===== src/rtl/otter_io_pkg.sv =====
// Shared OTTER MMIO definitions: the I/O base address, the posted-write
// record, and the peripheral addresses the MCU already uses.
package otter_io_pkg;

  localparam logic [31:0] IO_BASE_DEFAULT = 32'h1100_0000;
  localparam logic [31:0] LEDS_ADDR       = 32'h1100_0020;
  localparam logic [31:0] SSEG_ADDR       = 32'h1100_0040;

  typedef struct packed {
    logic [31:0] addr;
    logic [31:0] data;
  } io_wr_t;

endpackage


===== src/rtl/sync_fifo_ptr.sv =====
// Generic FIFO bookkeeping: read/write pointers with an extra wrap bit,
// occupancy, and full/empty. Push and pop legality are the caller's job.
module sync_fifo_ptr #(
  parameter int DEPTH = 4,
  localparam int PW = $clog2(DEPTH) + 1
) (
  input  logic          clk,
  input  logic          rst_n,
  input  logic          push_i,
  input  logic          pop_i,
  output logic [PW-2:0] wr_idx_o,
  output logic [PW-2:0] rd_idx_o,
  output logic [PW-1:0] count_o,
  output logic          full_o,
  output logic          empty_o
);

  logic [PW-1:0] wr_ptr_q, wr_ptr_d;
  logic [PW-1:0] rd_ptr_q, rd_ptr_d;

  always_comb begin
    wr_ptr_d = wr_ptr_q + PW'(push_i);
    rd_ptr_d = rd_ptr_q + PW'(pop_i);
  end

  always_ff @(posedge clk or negedge rst_n) begin
    if (!rst_n) begin
      wr_ptr_q <= '0;
      rd_ptr_q <= '0;
    end else begin
      wr_ptr_q <= wr_ptr_d;
      rd_ptr_q <= rd_ptr_d;
    end
  end

  // Pointers run mod 2*DEPTH, so the plain difference is the occupancy.
  assign count_o  = wr_ptr_q - rd_ptr_q;
  assign full_o   = (count_o == PW'(DEPTH));
  assign empty_o  = (count_o == '0);
  assign wr_idx_o = wr_ptr_q[PW-2:0];
  assign rd_idx_o = rd_ptr_q[PW-2:0];

endmodule


===== src/rtl/iobus_wr_buffer.sv =====
// Posted-write buffer between the OTTER MEM stage and the peripheral fabric:
// MMIO stores are queued and drained in order over valid/ready.
module iobus_wr_buffer
  import otter_io_pkg::*;
#(
  parameter int          DEPTH   = 4,
  parameter logic [31:0] IO_BASE = IO_BASE_DEFAULT
) (
  input  logic                     clk,
  input  logic                     RESET_N,
  input  logic [31:0]              IOBUS_ADDR,
  input  logic [31:0]              IOBUS_OUT,
  input  logic                     IOBUS_WR,
  input  logic                     OVF_CLR,
  output logic                     PER_VALID,
  input  logic                     PER_READY,
  output logic [31:0]              PER_ADDR,
  output logic [31:0]              PER_DATA,
  output logic                     IO_FULL,
  output logic                     IO_IDLE,
  output logic [$clog2(DEPTH):0]   IO_COUNT,
  output logic                     WR_OVF
);

  localparam int PW = $clog2(DEPTH) + 1;

  logic [PW-2:0] wr_idx, rd_idx;
  logic [PW-1:0] count;
  logic          full, empty;
  logic          is_mmio, acc, deq, ovf_set;
  logic          ovf_q, ovf_d;
  io_wr_t        mem_q [DEPTH];
  io_wr_t        head;

  assign is_mmio = (IOBUS_ADDR >= IO_BASE);
  assign deq     = !empty && PER_READY;
  // A full FIFO still accepts when the head leaves in the same cycle.
  assign acc     = IOBUS_WR && is_mmio && (!full || deq);
  assign ovf_set = IOBUS_WR && is_mmio && full && !deq;

  sync_fifo_ptr #(.DEPTH(DEPTH)) u_ptr (
    .clk      (clk),
    .rst_n    (RESET_N),
    .push_i   (acc),
    .pop_i    (deq),
    .wr_idx_o (wr_idx),
    .rd_idx_o (rd_idx),
    .count_o  (count),
    .full_o   (full),
    .empty_o  (empty)
  );

  always_ff @(posedge clk) begin
    if (acc) begin
      mem_q[wr_idx] <= '{addr: IOBUS_ADDR, data: IOBUS_OUT};
    end
  end

  always_comb begin
    ovf_d = ovf_q;
    if (OVF_CLR) ovf_d = 1'b0;
    if (ovf_set) ovf_d = 1'b1;
  end

  always_ff @(posedge clk or negedge RESET_N) begin
    if (!RESET_N) ovf_q <= 1'b0;
    else          ovf_q <= ovf_d;
  end

  // Storage is never reset, so mask the head to zero while empty.
  assign head      = empty ? '0 : mem_q[rd_idx];
  assign PER_VALID = !empty;
  assign PER_ADDR  = head.addr;
  assign PER_DATA  = head.data;
  assign IO_FULL   = full;
  assign IO_IDLE   = empty;
  assign IO_COUNT  = count;
  assign WR_OVF    = ovf_q;

endmodule


===== config.mk =====
export PLATFORM = sky130hd
export DESIGN_NAME = iobus_wr_buffer
export DESIGN_NICKNAME = d
export VERILOG_FILES = /design/src/rtl/otter_io_pkg.sv /design/src/rtl/sync_fifo_ptr.sv /design/src/rtl/iobus_wr_buffer.sv
export SDC_FILE = /design/constraint.sdc
export NUM_CORES = 1
export LEC_CHECK = 0
export BUFFER_PORTS_ARGS = -buffer_cell sky130_fd_sc_hd__buf_2
export CELL_PAD_IN_SITES_DETAIL_PLACEMENT = 1
export CELL_PAD_IN_SITES_GLOBAL_PLACEMENT = 1
export CORE_MARGIN = 1
export CORE_UTILIZATION = 45
export DETAILED_ROUTE_END_ITERATION = 6
export GPL_TIMING_DRIVEN = 0
export PLACE_DENSITY_LB_ADDON = 0.1
export SLEW_MARGIN = 20
export SYNTH_ARGS = -nofsm -noshare
export SYNTH_HDL_FRONTEND = slang
export SYNTH_HIERARCHICAL = 1
export SYNTH_SLANG_ARGS = --single-unit
export TNS_END_PERCENT = 1

===== constraint.sdc =====
create_clock -name clk -period 8.55 [get_ports clk]
set_input_delay 0 -clock clk [delete_from_list [all_inputs] [get_ports clk]]
set_output_delay 0 -clock clk [all_outputs]
set_load 0.02 [all_outputs]

==> results.md <==
- Outcome: finished, violations left
- Failing checks: DRC
- Yosys warns: 6
- GRT met2 Usage: 0.365
- CTS Buffer Depth: 3
- CP cell instances: inv_1 > ha_1 > fa_1 > xor3_2 > nor3_1 > nor2b_1 > nor2b_1 > nor4b_2 > buf_4 > buf_2 > buf_2 > buf_2 > buf_4
- DIE AREA: 23100 sq um
- Setup-failing EPs final: 0
- Worst Path Required: 8.78 ns
- Layout cell share with drive strength beyond 1: 0.409
- Initial antenna violation count: 0
- Die height: 152 microns
- Logic pwr share: 0.438
- First-pass GRT wire length: 34.0 mm
- Worst min path class: in2reg
- Register-to-Register Path Depth: 13
- Port bufs: 139
- Post-DRT Antenna Nets: 0
- Worst-Skew Late Latency: 0.52 ns
- Post-synthesis cell type count: 24
- # Max-Cap Violations: 0
- Synthesized area: 10100 sq um
- Most used cell, CP: buf_2
- Post-place setup slack: 4.62 ns
- Final WL: 21.5 mm
- Fmax: 256 MHz
- Pin count of the biggest net entering global routing: 14
- WHS Endpoint: mem_q[1][24]
- Gr busiest metal: met2
- CP Data Arrival Time: 4.14 ns
- Root buffer cell: clkbuf_16
- Hold path start: IOBUS_OUT[24]
- Detailed-route via count: 5269
- Syn nets: 520
- CTS buffer count: 28
- Crit path max fanout: 7
- Worst vdd ir: 0.000234 V
- Starting Density: 0.461
- Clock power frac: 0.223
- Number of global-route vias before repair: 6086
- Synth Instances: 445
- WHS Path Cells: 2
- CP peak stage delay: 0.72 ns
- Hold Fails Final Rpt: 0
- Clock transition at path regs: 0.06 ns
- Sink count of the clock tree: 263
- Setup ws final: 4.64 ns
- Grt ovf: 0
- Period utilization: 0.457
- Synthesis-to-layout area growth: 29.5%
- DR iter-0 viols: 220
- Psw: 1.90 mW
- Crit Path Class: reg2reg
- Worst r2r src: u_ptr/wr_ptr_q[0]
- Post CTS Setup Buffer Count: 0
- Critical-path top delay cell: nor4b_2
- Seq pwr share: 0.339
- Total Routing Usage GR: 0.193
- CTS HTree Levels: 1
- Post-synthesis average cell area: 22.7 sq um
- End of the worst register-to-register path: mem_q[2][37]
- First-pass DRT Iterations: 6
- Max-slew violation count: 0
- Number of cells upsized or downsized after cts: 0
- Pwr dens: 404 nW/um^2
- Final min period: 3.91 ns
- RD Place Congestion: 0.687
- Most common cell after layout, fill and taps aside: edfxtp_1
- Vias per cell: 5.09
- RSZ-0062 raised after global routing: no
- Post-synthesis sequential area ratio: 0.777
- Pint: 3.39 mW
- Worst-Margin Slew: 0.773 ns
- CP Launch Type: register
- Fin Clk Skew: 0.00987 ns
- GR Util met3: 0.0354
- # DRC: 13
- CTS Hold Bufs: 70
- Worst slew margin: 0.483
- # rows: 54
- Fin util: 0.596
- Core Region: 22000 sq um
- Top-level port count: 140
- Seq cells post-synth: 263
- R2R Setup Slk: 4.64 ns
- CTS tree: done
- Net Sw Frac: 0.359
- Static Leak: 4.77 nW
- Layout Nets: 809
- WL per Instance: 20.8 microns
- Die width: 152 microns
- CP endpoint kind: register
- DP HPWL: 14.9 mm
- Diodes inserted: 0
- GR Util met1: 0.229
- Most frequent cells in the layout: 256 x edfxtp_1, 165 x buf_2, 70 x dlygate4sd3_1, 64 x mux4_2, 64 x and2_1
registers in the layout, summed over array words and instances (netlist names):
register / cells
mem_q: 256
u_ptr/rd_ptr_q: 3
u_ptr/wr_ptr_q: 3
WR_OVF: 1
layout make-up:
| class | count | area, sq um |
|---|---|---|
| multi-input combinational | 151 | 2100 |
| clock inverter | 16 | 146 |
| tap | 280 | 350 |
| buffer | 25 | 156 |
| inverter | 6 | 22.5 |
| sequential | 263 | 7860 |
| clock buffer | 35 | 748 |
| fill | 1944 | 8860 |
| timing repair buffer | 259 | 1710 |
routing by layer:
layer	share of wire	routed length, microns
met1	0.39	8470
met2	0.54	11600
met3	0.048	1040
met4	0.017	369
met5	0	0
how the worst max path moves through the flow:
stage | from | to | slack, ns | cells past startpoint
finish | u_ptr/wr_ptr_q[0] | mem_q[2][37] | 4.64 | 13
global route | u_ptr/wr_ptr_q[0] | mem_q[2][37] | 4.43 | 13
CTS | u_ptr/wr_ptr_q[0] | mem_q[2][37] | 4.58 | 13
detailed placement | u_ptr/wr_ptr_q[0] | mem_q[2][21] | 4.62 | 13
global placement | u_ptr/wr_ptr_q[0] | mem_q[1][21] | -6.39 | 8
floorplan | u_ptr/wr_ptr_q[0] | mem_q[1][0] | -0.49 | 7
cell families after synthesis:
family,synth area share
buf+inv,0.0177
fa+ha+maj,0.00817
flops,0.777
simple gates,0.0463
compound gates,0.00371
mux,0.143
xor+xnor,0.00421
power by group through the flow:
| stage | Clock [mW] | Sequential, mW | Combinational (mW) |
|---|---|---|---|
| 6_report | 1.18 | 1.79 | 2.31 |
| 5_1_grt | 1.25 | 1.82 | 2.50 |
| 4_1_cts | 1.20 | 1.80 | 2.37 |
| 3_5_place_dp | 0 | 1.82 | 2.33 |
| 3_3_place_gp | 0 | 1.92 | 2.22 |
| 2_1_floorplan | 0 | 1.86 | 1.49 |
synthesized netlist by cell type:
master	count	area share
edfxtp_1	256	0.76
clkbuf_1	13	0.0048
nor4b_1	2	0.0017
nand2_1	1	0.00037
fa_1	1	0.0020
a32o_1	1	0.00099
nor4_1	1	0.00062
dfrtp_1	7	0.017
and3_1	1	0.00062
nor2_1	1	0.00037
nor3_1	2	0.00099
and2_1	64	0.040
buf_4	4	0.0030
buf_2	2	0.00099
nor2b_1	2	0.0012
o41ai_2	1	0.0016
ha_1	5	0.0062
o41a_1	1	0.0011
or4_1	1	0.00074
xor3_2	1	0.0025
xor2_1	2	0.0017
inv_1	6	0.0022
buf_6	6	0.0067
mux4_2	64	0.14
through the flow:
stage	area, sq um	std cells	TNS (ns)	power, mW	hold WS (ns)
finish	13100	1035	0	5.28	0.235
global route	13100	1035	0	5.56	0.221
global placement	11200	864	-1287.51	4.14	-0.149
CTS	13100	1035	0	5.37	0.199
floorplan	10100	445	-62.80	3.35	-0.296
detailed placement	11500	914	0	4.16	-0.146
critical path: cells and delay by family (launching register included):
kind,cells,cell delay (ns)
xor gates and xnor gates,1,0.25
adders and majority gates,2,0.58
buffers and inverters,6,1.19
DFF,1,0.38
and+or+nand+nor,4,1.20
No activity file was read; power rests on OpenSTA's default activity.
